$ cat config.mk
export PLATFORM = sky130hd
export DESIGN_NAME = wb_lsu_master
export DESIGN_NICKNAME = d
export VERILOG_FILES = /design/src/rtl/wb_lsu_master.sv
export SDC_FILE = /design/constraint.sdc
export NUM_CORES = 1
export LEC_CHECK = 0
export CAP_MARGIN = 10
export CORE_UTILIZATION = 46
export DETAILED_ROUTE_END_ITERATION = 7
export PLACE_DENSITY = 0.86
export SLEW_MARGIN = 20
export SYNTH_ARGS = -nofsm -noshare
export SYNTH_HDL_FRONTEND = slang
export SYNTH_SLANG_ARGS = --single-unit
export TNS_END_PERCENT = 50
$ cat constraint.sdc
create_clock -name i_clk -period 3.93 [get_ports i_clk]
set_input_delay 0.393 -clock i_clk [delete_from_list [all_inputs] [get_ports i_clk]]
set_output_delay 0.393 -clock i_clk [all_outputs]
set_load 0.005 [all_outputs]
$ cat src/rtl/wb_lsu_master.sv
// wb_lsu_master: Wishbone (classic pipelined) initiator for single core loads/stores.
// Turns one load/store request into one bus transfer against main_memory, builds
// byte-lane selects and replicated store data, and extends load data. Misaligned or
// unsupported requests and bus timeouts complete with o_err instead of hanging.
//
// Ports:
//   i_clk, i_rst              clock, synchronous active-high reset
//   i_req, i_we, i_funct3,    request pulse (sampled in IDLE), store flag, RISC-V funct3,
//   i_addr, i_wdata           byte address, store data
//   o_busy, o_done, o_err     busy flag, one-cycle completion pulse, error (valid with done)
//   o_rdata                   extended load result, held until the next load completes
//   o_wb_cyc/stb/we/addr/     Wishbone master outputs (all registered)
//   data/sel
//   i_wb_ack/stall/data       Wishbone slave responses
module wb_lsu_master #(
  parameter int unsigned ADDR_WIDTH     = 10,
  parameter int unsigned TIMEOUT_CYCLES = 16
) (
  input  logic                  i_clk,
  input  logic                  i_rst,
  input  logic                  i_req,
  input  logic                  i_we,
  input  logic [2:0]            i_funct3,
  input  logic [31:0]           i_addr,
  input  logic [31:0]           i_wdata,
  output logic                  o_busy,
  output logic                  o_done,
  output logic                  o_err,
  output logic [31:0]           o_rdata,
  output logic                  o_wb_cyc,
  output logic                  o_wb_stb,
  output logic                  o_wb_we,
  output logic [ADDR_WIDTH-1:0] o_wb_addr,
  output logic [31:0]           o_wb_data,
  output logic [3:0]            o_wb_sel,
  input  logic                  i_wb_ack,
  input  logic                  i_wb_stall,
  input  logic [31:0]           i_wb_data
);

  localparam int unsigned      TW       = $clog2(TIMEOUT_CYCLES);
  localparam logic [TW-1:0]    TMR_LAST = TW'(TIMEOUT_CYCLES - 1);

  typedef enum logic [2:0] {
    S_IDLE = 3'd0,
    S_REQ  = 3'd1,
    S_WAIT = 3'd2,
    S_DONE = 3'd3,
    S_ERR  = 3'd4
  } state_t;

  state_t        state;
  logic          we_q;
  logic [2:0]    f3_q;
  logic [1:0]    off_q;
  logic [TW-1:0] tmr;

  logic          req_bad;
  logic [3:0]    sel_n;
  logic [31:0]   data_n;
  logic [7:0]    ld_byte;
  logic [15:0]   ld_half;
  logic [31:0]   ld_ext;

  // Address bits above the slave window are not decoded.
  logic unused_addr_hi;
  assign unused_addr_hi = ^i_addr[31:ADDR_WIDTH];

  // Request decode: alignment/funct3 legality, lane selects and replicated store data.
  always_comb begin
    req_bad = 1'b0;
    sel_n   = 4'b1111;
    data_n  = i_wdata;
    if (i_we) begin
      unique case (i_funct3)
        3'd0: begin
          sel_n  = 4'b0001 << i_addr[1:0];
          data_n = {4{i_wdata[7:0]}};
        end
        3'd1: begin
          req_bad = i_addr[0];
          sel_n   = i_addr[1] ? 4'b1100 : 4'b0011;
          data_n  = {2{i_wdata[15:0]}};
        end
        3'd2:    req_bad = |i_addr[1:0];
        default: req_bad = 1'b1;
      endcase
    end else begin
      unique case (i_funct3)
        3'd0, 3'd4: req_bad = 1'b0;
        3'd1, 3'd5: req_bad = i_addr[0];
        3'd2:       req_bad = |i_addr[1:0];
        default:    req_bad = 1'b1;
      endcase
    end
  end

  // Load extraction from the latched byte offset.
  always_comb begin
    ld_byte = i_wb_data[{off_q, 3'b000} +: 8];
    ld_half = i_wb_data[{off_q[1], 4'b0000} +: 16];
    unique case (f3_q)
      3'd0:    ld_ext = {{24{ld_byte[7]}}, ld_byte};
      3'd1:    ld_ext = {{16{ld_half[15]}}, ld_half};
      3'd4:    ld_ext = {24'h0, ld_byte};
      3'd5:    ld_ext = {16'h0, ld_half};
      default: ld_ext = i_wb_data;
    endcase
  end

  always_ff @(posedge i_clk) begin
    if (i_rst) begin
      state     <= S_IDLE;
      we_q      <= 1'b0;
      f3_q      <= '0;
      off_q     <= '0;
      tmr       <= '0;
      o_busy    <= 1'b0;
      o_done    <= 1'b0;
      o_err     <= 1'b0;
      o_rdata   <= '0;
      o_wb_cyc  <= 1'b0;
      o_wb_stb  <= 1'b0;
      o_wb_we   <= 1'b0;
      o_wb_addr <= '0;
      o_wb_data <= '0;
      o_wb_sel  <= '0;
    end else begin
      o_done <= 1'b0;
      o_err  <= 1'b0;
      unique case (state)
        S_IDLE: begin
          if (i_req) begin
            we_q   <= i_we;
            f3_q   <= i_funct3;
            off_q  <= i_addr[1:0];
            o_busy <= 1'b1;
            if (req_bad) begin
              state  <= S_ERR;
              o_done <= 1'b1;
              o_err  <= 1'b1;
            end else begin
              state     <= S_REQ;
              tmr       <= '0;
              o_wb_cyc  <= 1'b1;
              o_wb_stb  <= 1'b1;
              o_wb_we   <= i_we;
              o_wb_addr <= {i_addr[ADDR_WIDTH-1:2], 2'b00};
              o_wb_data <= data_n;
              o_wb_sel  <= sel_n;
            end
          end
        end
        S_REQ, S_WAIT: begin
          // Ack wins over timeout; a REQ-cycle ack skips WAIT entirely.
          if (i_wb_ack) begin
            state    <= S_DONE;
            o_done   <= 1'b1;
            o_wb_cyc <= 1'b0;
            o_wb_stb <= 1'b0;
            o_wb_we  <= 1'b0;
            if (!we_q) o_rdata <= ld_ext;
          end else if (tmr == TMR_LAST) begin
            state    <= S_DONE;
            o_done   <= 1'b1;
            o_err    <= 1'b1;
            o_wb_cyc <= 1'b0;
            o_wb_stb <= 1'b0;
            o_wb_we  <= 1'b0;
          end else begin
            tmr <= tmr + 1'b1;
            if (state == S_REQ && !i_wb_stall) begin
              state    <= S_WAIT;
              o_wb_stb <= 1'b0;
            end
          end
        end
        S_DONE, S_ERR: begin
          state  <= S_IDLE;
          o_busy <= 1'b0;
        end
        default: state <= S_IDLE;
      endcase
    end
  end

endmodule

Yosys cells after proc, flatten, opt, wreduce, memory -nomap -nowiden
Index checks and enable logic that the tools add are counted.
{ "totals": {"register_bits": 95, "latchBits": 0, "ramBits": 0, "rom_bits": 0, "elab_cells": 100, "n_memories": 0} }
{ "op_classes": {"addsub": 1, "n_mul": 0, "n_div": 0, "n_lt_le_gt_ge": 0, "n_eq_ne": 18, "shift": 3, "muxes": 41, "n_bitwise": 2, "reduce_logical": 20} }
{ "ops": {"columns": ["operator", "count"], "rows": [
  ["one-hot mux 32 bit (4 select lines)", 1],
  ["one-hot mux 32 bit (2 select lines)", 1],
  ["two-way mux 32 bit", 1],
  ["indexed part select 32 x 6 -> 16 bit", 1],
  ["indexed part select 32 x 6 -> 8 bit", 1],
  ["two-way mux 4 bit", 6],
  ["two-way mux 1 bit", 16],
  ["one-hot mux 4 bit (2 select lines)", 2],
  ["== test 3 bit (second input constant)", 5],
  ["two-way mux 3 bit", 5],
  ["one-hot mux 1 bit (2 select lines)", 6],
  ["OR reduction 2 bit", 5],
  ["== test 3 x 1 -> 1 bit (second input constant)", 3],
  ["== test 3 x 2 -> 1 bit (second input constant)", 3],
  ["logical NOT 3 bit", 3],
  ["inequality test 2 bit (second input constant)", 4],
  ["AND reduction 4 bit", 2],
  ["one-hot mux 1 bit (3 select lines)", 2],
  ["one-hot mux 3 bit (2 select lines)", 1],
  ["AND reduction 2 bit", 3],
  ["AND reduction 3 bit", 2],
  ["AND reduction 5 bit", 1],
  ["adder 4 x 1 -> 4 bit (second input constant)", 1],
  ["== test 4 bit (second input constant)", 1],
  ["7 further kinds", 9]
]} }

Depth between registers and ports, before layout
Gate-level depths: netlist of the first run.
{ "logic_depth": {"depth_word": 7, "mapped_depth": 8} }

Worst setup path after synthesis of the first run
Ideal clock, no wire load.
{ "synth_timing": {"kind": "reg2reg", "from": "register off_q[1]", "to": "register o_rdata[20]", "setup_time_ps": 134, "arrival_time_ps": 1629, "t_required_ps": 3796, "setup_slack_ps": 2167, "stages_incl_launch_ff": 7, "n_path_buf": 1, "path_cell_list": "dfxtp_1 mux2_2 o21ai_0 o32ai_1 a21oi_1 buf_4 a211oi_1"} }
{ "synth_via": {"elab_chain_len": 2, "elab_cells_between_ends": 3} }
{ "synth_lines": {"columns": ["element", "line", "rtl"], "rows": [
  ["start, declared", "55", "logic [1:0] off_q;"],
  ["start signal, assigned", "136", "off_q <= i_addr[1:0];"],
  ["indexed part select 32 x 6 -> 16 bit / indexed part select 32 x 6 -> 8 bit (equally long branches)", "101, 100", null],
  ["one-hot mux 32 bit (4 select lines) *", "102", "unique case (f3_q)"],
  ["end signal, assigned", "162", "if (!we_q) o_rdata <= ld_ext;"],
  ["end, declared", "29", "output logic [31:0] o_rdata,"]
]} }
Every way passes the cells marked *; elsewhere a longest branch is shown, timed or not.
A chain may end at the register's enable or synchronous reset.

Final worst setup path of the first run
{ "layout_timing": {"from": "input port i_funct3[0]", "to": "register o_wb_data[21]"} }
{ "layout_via": {"elab_chain_len": 6, "elab_cells_between_ends": 14} }
{ "layout_lines": {"columns": ["element", "line", "rtl"], "rows": [
  ["start, declared", "23", "input logic [2:0] i_funct3,"],
  ["== test 3 x 1 -> 1 bit (tied with other cells)", "75, 89", null],
  ["OR reduction 2 bit", "89", "unique case (i_funct3)"],
  ["one-hot mux 1 bit (3 select lines)", "89", null],
  ["two-way mux 1 bit", "74", "if (i_we) begin"],
  ["NOT 1 bit (no source line)", null, null],
  ["AND reduction 3 bit (no source line)", null, null],
  ["end signal, assigned", "149", "o_wb_data <= data_n;"],
  ["end, declared", "34", "output logic [31:0] o_wb_data,"]
]} }
Parallel ways exist; a longest one is shown, timed or not.

==> results of run 1 <==
## state kept, by name (all words and copies together), names as in the netlist, 2 cells and up
name / cells
tmr: 4
o_rdata: 32
f3_q: 3
o_wb_data: 32
o_wb_sel: 4
state: 3
o_wb_addr: 8
off_q: 2
## cell type report
type                       count  area, um2
sequential                    95       1900
timing repair buffer         176       1730
clock inverter                 5       83.8
multi-input combinational    416       2230
clock buffer                  10        128
tap                          129        161
fill                         749       2980
inverter                       7       26.3
## per-layer routing
layer / routed length (um) / vias to the layer above / GRT usage
li1: - / 2252 / -
met1: 5100 / 2116 / 0.296
met2: 6100 / 221 / 0.417
met3: 1120 / 45 / 0.0731
met4: 520 / 0 / 0.135
met5: 0 / - / 0
## per-stage QoR
stage / instances / hold slack [ns] / utilization / setup slack, ns / power, mW
6_report: 838 / 0.456 / 0.678 / 1.55 / 2.28
5_1_grt: 838 / 0.481 / 0.678 / 1.40 / 2.38
4_1_cts: 838 / 0.456 / 0.678 / 1.54 / 2.29
3_5_place_dp: 823 / 0.443 / 0.655 / 1.18 / 1.61
3_3_place_gp: 823 / 0.439 / 0.655 / 1.24 / 1.59
2_1_floorplan: 564 / 0.440 / - / 2.17 / 1.35
## final timing paths
check / endpoint / cells past startpoint
setup reg to reg: o_wb_data[21] / 5
setup / recovery: o_wb_data[21] / 7
hold / removal: o_wb_data[10] / 2
hold reg to reg: o_wb_data[10] / 2
## power breakdown
group          total (mW)  switching [mW]  internal, mW
Sequential           1.07          0.0445          1.03
Combinational       0.521           0.251         0.270
Clock               0.687           0.331         0.356
Total                2.28           0.626          1.65
## cells by family (layout without fill, tap and decap cells)
group	count (synthesis)	count (layout)	synth area share
adders and majority gates	1	1	0.00286
muxes	12	12	0.0280
and+or+nand+nor	224	224	0.220
other	1	2	0.000857
buffers and inverters	53	198	0.0580
AOI/OAI and AO/OA	177	177	0.256
DFF	95	95	0.434
## worst max-delay path: cells and delay by family
kind	cells	cell delay, ns
buf+inv	3	0.95
compound gates	2	0.59
simple gates	2	0.69
## cell usage in the layout (no fill, tap or decap), types with 2 or more instances in the layout
master / Yosys / routed
clkinvlp_4: 0 / 2
a21oi_1: 90 / 90
o21ai_0: 8 / 8
bufinv_16: 0 / 2
inv_1: 6 / 6
conb_1: 1 / 2
a311oi_1: 10 / 10
clkbuf_8: 0 / 9
or4_1: 2 / 2
nor3b_1: 7 / 7
o32ai_1: 2 / 2
clkdlybuf4s50_1: 0 / 163
nor2_1: 65 / 65
a2111oi_0: 2 / 2
a221o_1: 2 / 2
or3_1: 2 / 2
nand3_1: 2 / 2
o221ai_1: 7 / 7
dfxtp_1: 95 / 95
a22oi_1: 2 / 2
a211oi_1: 27 / 27
nand2b_1: 2 / 2
mux2i_1: 10 / 10
buf_4: 9 / 13
and2_1: 5 / 5
nand2_1: 118 / 118
o211ai_1: 17 / 17
nor2b_1: 9 / 9
o21bai_1: 2 / 2
nor3_1: 6 / 6
mux2_2: 2 / 2
==> metrics.cfg, run 1 <==
[worst_hold_path]
min_from = o_wb_data[10]
worstHoldPathType = flop to flop

[pwr]
power_density_nw_per_um2 = 364
peakVddDrop_uv = 222
cellLeakagePower_nw = 2.14

[floorplanning]
ioPinCount = 189
fp.coreArea_um2 = 9240
die_y_um = 99.6
rows = 35
fp.dieW_um = 99.6
start_util = 0.474
die_area_um2 = 9910

[global_route]
antenna_found_initial = 0
grt_pass1_vias = 4302
grt_overflow = 0
grt_max_degree = 66
grt_pass1_wl_um = 20000
grt_usage = 0.252

[drt]
drt_first_pass_iters = 5
dr.first_iter.drc_count = 265
vias_per_cell = 5.53
remaining_drc_errors = 0
drt-total-wl_um = 12800
route.vias.total = 4634
postRouteAntennaNets = 0
wl_per_cell_um = 15.3

[final_layout]
antennaDiodeCount = 0
drive_gt1_frac = 0.0480
nets = 811
design_area_um2 = 6260
areaGrowthSynthToFinish_pct = 43.1

[setup_path]
critPathLaunchType = input port
ff2ff_setup_slack_ns = 1.61
end_kind = flop
reg2reg_from = state[0]
cpPeakStageDelay_ns = 0.61
slowest_stage = or4_1
crit_start = i_funct3[0]
required_ns = 4.19
critical_path_arrival_ns = 2.64
critPathKind = input port to flop
path_max_fanout = 29
crit_top_cell = buf_4
crit_chain = clkdlybuf4s50_1 -> buf_4 -> or4_1 -> a21oi_4 -> buf_4 -> nor2_1 -> a311oi_1

[synthesis]
yosys.area.top_type = dfxtp_1
synth.area.top_cells = dfxtp_1 43%, a21oi_1 10%, nand2_1 10%, nor2_1 5.6%, a211oi_1 4.6%
avgSynthCellArea_um2 = 7.78
syn-cell-area_um2 = 4380
yosys_register_bits = 95
synth_ff_type = dfxtp_1
synth_common_cells = 118 x nand2_1, 95 x dfxtp_1, 90 x a21oi_1
ys_types = 46
synth-seq-area-share = 0.434
synth_warnings = 0
synthArstFlopShare = 0
postSynthCellCount = 563
synthDominantCellAreaShare = 0.434
post-synth-top-count-cell = nand2_1
synth_edf_count = 0

[status]
status = finished clean

[sta]
post-route-period-util = 0.604
setup-violations-final = 0
rsz0062_at_grt = false
finalSetupTns_ns = 0
relSlewSlack = 0.405
fin_crit_ns = 2.38
clock_skew_ns = 0.0146
hold_viol = 0
max_freq_mhz = 421
worst_slew_pin_slew_ns = 0.893
final_max_slew_viol_count = 0

[clock_network]
clock_latency_ns = 0.36
root_buffer = clkbuf_8
numCtsBuffers = 9
htreeDepth = 3
post_cts_resized = 0
clk_pin_slew_ns = 0.10
cts_setup_buffers = 0
holdBufCountCts = 0
clock-sinks = 95
cts_tree = built
clk_path_buf_depth = 2

[placement]
gp_congestion = 0.879
dp_hpwl_um = 9530
dpl_cell_area_um2 = 6050
port_buffers = 164

[run]
drv_cap = 0

(Power assumes the default switching activity.)
==> inputs of run 2 (changes only) <==
Settings changed: CORE_UTILIZATION 46 to 43, PLACE_DENSITY 0.86 to 0.81.
Clock period 3.93 ns to 2.5 ns, I/O delays scaled along.
==> run 2 against run 1 <==
Register-to-register slack worse by 1.3 ns. Die area up 6.8%. Cell area about the same. Setup slack worse by 1.2 ns. Non-clock buffer count up 2. Sequential power up 58%. Routed wire length up 3.7%. Hold slack worse by 0.027 ns. Count of clock-buffer cells in the layout unchanged. Clock power up 46%. Largest cell class unchanged.
==> metrics.cfg, run 2 (synthesis gave the netlist of run 1 again) <==
[worst_hold_path]
hold_depth = 3
min_from = i_addr[9]
worstHoldPathType = input port to flop
hold-path-endpoint = o_wb_addr[9]

[global_route]
antenna_found_initial = 0
grt_pass1_vias = 4500
grt_pass1_wl_um = 20800
grt_usage = 0.253
grt_overflow = 0
grt_max_degree = 57

[sta]
setup-violations-final = 0
hold_viol = 0
max_freq_mhz = 465
relSlewSlack = 0.515
finalSetupTns_ns = 0
rsz0062_at_grt = false
fin_crit_ns = 2.15
post-route-period-util = 0.860
worst_slew_pin_slew_ns = 0.728
clock_skew_ns = 0.00757
final_max_slew_viol_count = 0

[drt]
dr.first_iter.drc_count = 180
drt_first_pass_iters = 5
wl_per_cell_um = 15.8
drt-total-wl_um = 13300
vias_per_cell = 5.49
postRouteAntennaNets = 0
remaining_drc_errors = 0
route.vias.total = 4624

[clock_network]
clk_path_buf_depth = 2
clock_latency_ns = 0.36
holdBufCountCts = 0
clock-sinks = 95
cts_tree = built
htreeDepth = 3
root_buffer = clkbuf_8
numCtsBuffers = 9
clk_pin_slew_ns = 0.09
post_cts_resized = 0
cts_setup_buffers = 0

[setup_path]
path_max_fanout = 56
ff2ff_setup_slack_ns = 0.35
worst_r2r_path_depth = 5
reg2reg_to = o_wb_data[18]
required_ns = 2.77
critPathKind = flop to flop
critPathLaunchType = flop
critical_path_arrival_ns = 2.42
crit_start = state[0]
end_kind = flop
reg2reg_from = state[0]

[floorplanning]
start_util = 0.446
fp.dieW_um = 103
rows = 36
ioPinCount = 189
die_area_um2 = 10600
die_y_um = 103
fp.coreArea_um2 = 9820

[final_layout]
drive_gt1_frac = 0.0507
antennaDiodeCount = 0
final_cells = 843
areaGrowthSynthToFinish_pct = 43.2
final_cell_mix = 163 x clkdlybuf4s50_1, 118 x nand2_1, 95 x dfxtp_1
reg_top3 = o_rdata (32), o_wb_data (32), o_wb_addr (8)
nets = 813
fillers = 868
final_common_cell = clkdlybuf4s50_1

[run]
drv_cap = 0

[pwr]
peakVddDrop_uv = 307
power_density_nw_per_um2 = 561
total_power_mw = 3.52
cellLeakagePower_nw = 2.15

[status]
status = finished clean

[placement]
dpl.cell_count = 829
dp_hpwl_um = 9740
port_buffers = 164
gp_congestion = 0.846

==> run 2: worst max-delay path by stage <==
| stage | to | slack [ns] | cells after the start |
|---|---|---|---|
| after floorplan | o_rdata[20] | 0.74 | 6 |
| after global placement | o_wb_addr[3] | 0.21 | 7 |
| after detailed placement | o_wb_addr[4] | 0.15 | 7 |
| after CTS | o_wb_data[18] | 0.35 | 5 |
| after global routing | o_wb_sel[3] | 0.24 | 5 |
| final | o_wb_data[18] | 0.35 | 5 |
==> run 2: critical path: stages, from the launching register on <==
cell and delay, ns:
dfxtp_1 0.45, or4b_1 0.77, a21oi_4 0.24, buf_12 0.27, nor2_1 0.07, a311oi_1 0.25
==> run 2: final cells by class <==
class	count	area, um2	area share
flip-flops and latches	95	1900	0.303
well taps	133	166	0.0266
clock buffers	10	138	0.0220
multi-input cells	416	2230	0.356
repair buffers	178	1750	0.280
clock inverters	4	47.5	0.00759
inverters	7	26.3	0.00419
==> run 2: through the flow <==
| stage | hold WS (ns) | setup slack, ns | instance area [um2] | utilization |
|---|---|---|---|---|
| 2_1_floorplan | 0.386 | 0.737 | 4380 | - |
| 3_3_place_gp | 0.438 | 0.212 | 6080 | 0.619 |
| 3_5_place_dp | 0.445 | 0.154 | 6080 | 0.619 |
| 4_1_cts | 0.414 | 0.345 | 6270 | 0.638 |
| 5_1_grt | 0.451 | 0.239 | 6270 | 0.638 |
| 6_report | 0.428 | 0.350 | 6270 | 0.638 |
==> run 2: routing by layer <==
| layer | vias up | GRT usage | share of wire |
|---|---|---|---|
| met3 | 31 | 0.0793 | 0.088 |
| met4 | 0 | 0.117 | 0.024 |
| met2 | 183 | 0.439 | 0.49 |
| li1 | 2253 | - | - |
| met5 | - | 0 | 0 |
| met1 | 2157 | 0.284 | 0.39 |
==> run 2: report_power, final <==
part | switching [mW] | total, mW | internal [mW]
Sequential | 0.0720 | 1.69 | 1.62
Clock | 0.525 | 1.00 | 0.476
Combinational | 0.397 | 0.827 | 0.430
Total | 0.994 | 3.52 | 2.52
==> inputs of run 3 (changes only) <==
--- a/constraint.sdc
+++ b/constraint.sdc
@@ -3,2 +3,2 @@
 set_output_delay 0.25 -clock i_clk [all_outputs]
-set_load 0.005 [all_outputs]
+set_load 0.1 [all_outputs]
==> run 3 against run 2 <==
Combinational power up 73%. Sequential power about the same. Non-clock buffer count unchanged. Setup slack better by 0.015 ns. Cell area down 3.2%. Final cell count up 0.24%. Via count down 1.3%. Global-route usage down 0.96 points. Power up 17%. Die area unchanged. Critical path type unchanged. Highest routed layer unchanged.
==> metrics.cfg, run 3 (synthesis gave the netlist of run 1 again) <==
[clock_network]
clock-sinks = 95
post_cts_resized = 0
clk_path_buf_depth = 2
root_buffer = clkbuf_8
numCtsBuffers = 9
cts_tree = built
holdBufCountCts = 0
cts_setup_buffers = 0
clk_pin_slew_ns = 0.09
clock_latency_ns = 0.36
htreeDepth = 3

[drt]
dr.first_iter.drc_count = 166
wl_per_cell_um = 15.1
vias_per_cell = 5.40
drt-total-wl_um = 12800
route.vias.total = 4563
remaining_drc_errors = 0
postRouteAntennaNets = 0
drt_first_pass_iters = 5

[worst_hold_path]
worstHoldPathType = input port to flop

[global_route]
grt_max_degree = 57
grt_pass1_wl_um = 20100
grt_pass1_vias = 4134
grt_usage = 0.244
antenna_found_initial = 0
grt_overflow = 0

[floorplanning]
start_util = 0.446
fp.dieW_um = 103
die_y_um = 103
die_area_um2 = 10600
rows = 36
ioPinCount = 189
fp.coreArea_um2 = 9820

[sta]
setup-violations-final = 0
whs_ns = 0.438
relSlewSlack = 0.448
max_freq_mhz = 468
post-route-period-util = 0.854
finalSetupTns_ns = 0
final_max_slew_viol_count = 0
fin_crit_ns = 2.14
worst_slew_pin_slew_ns = 0.829
rsz0062_at_grt = false
clock_skew_ns = 0.00986
hold_viol = 0
final.setup.worst_slack_ns = 0.365

[placement]
gp_congestion = 0.905
dpl_cell_area_um2 = 5880
dp_hpwl_um = 9470
port_buffers = 164
dp_slack_ns = 0.157

[final_layout]
seqCellArea_um2 = 1900
fillers = 920
final_cell_mix = 118 x nand2_1, 95 x dfxtp_1, 95 x buf_4
design_area_um2 = 6070
fin_util = 0.618
drive_gt1_frac = 0.169
antennaDiodeCount = 0
multi_input_area_um2 = 2230
nets = 813
reg_top3 = o_rdata (32), o_wb_data (32), o_wb_addr (8)
final_common_cell = nand2_1
areaGrowthSynthToFinish_pct = 38.6

[setup_path]
slowest_stage = or4b_1
crit_chain = or4b_1 -> a21oi_4 -> buf_12 -> nor2_1 -> a311oi_1
critical_path_arrival_ns = 2.39
end_kind = flop
path_max_fanout = 56
required_ns = 2.76
cpPeakStageDelay_ns = 0.75
critPathLaunchType = flop
critPathKind = flop to flop

[status]
status = finished clean

[run]
drv_cap = 0

[pwr]
cellLeakagePower_nw = 2.32
power_density_nw_per_um2 = 676
peakVddDrop_uv = 324

## run 3: area by class of cell
type                    count  share of cell area
multi-input cells         416               0.368
flip-flops and latches     95               0.313
repair buffers            178               0.255
well taps                 133              0.0274
clock buffers              12              0.0272
clock inverters             4             0.00454
inverters                   7             0.00433
## run 3: worst max-delay path: cells and delay by family, from the launching register on
| kind | cells | cell delay, ns |
|---|---|---|
| AO/OA/AOI/OAI | 2 | 0.48 |
| buffers and inverters | 1 | 0.26 |
| AND/OR/NAND/NOR | 2 | 0.82 |
| flip-flops | 1 | 0.45 |
## run 3: per-stage QoR
step,total power [mW],std cells
floorplan,2.76,564
global placement,3.13,829
detailed placement,3.15,829
CTS,4.13,845
global route,4.28,845
finish,4.10,845
## run 3: power by group
part | internal, mW | switching (mW)
Clock | 0.446 | 0.534
Combinational | 0.399 | 1.03
Sequential | 1.62 | 0.0739
## run 3: layer usage
| layer | global-route usage | share of wire | vias to the layer above |
|---|---|---|---|
| met5 | 0 | 0 | - |
| met4 | 0.0769 | 0.012 | 0 |
| met2 | 0.398 | 0.49 | 172 |
| met1 | 0.305 | 0.42 | 2123 |
| met3 | 0.0800 | 0.085 | 14 |
| li1 | - | - | 2254 |
## run 3: path summary, 6_finish.rpt
check	endpoint	slack, ns	start	cells past startpoint
worst max-delay path	o_wb_data[23]	0.36	state[0]	5
worst min-delay path	o_wb_addr[8]	0.44	i_addr[8]	3
worst max register to register	o_wb_data[23]	0.36	state[0]	5
worst min register to register	o_rdata[8]	0.46	o_rdata[8]	2
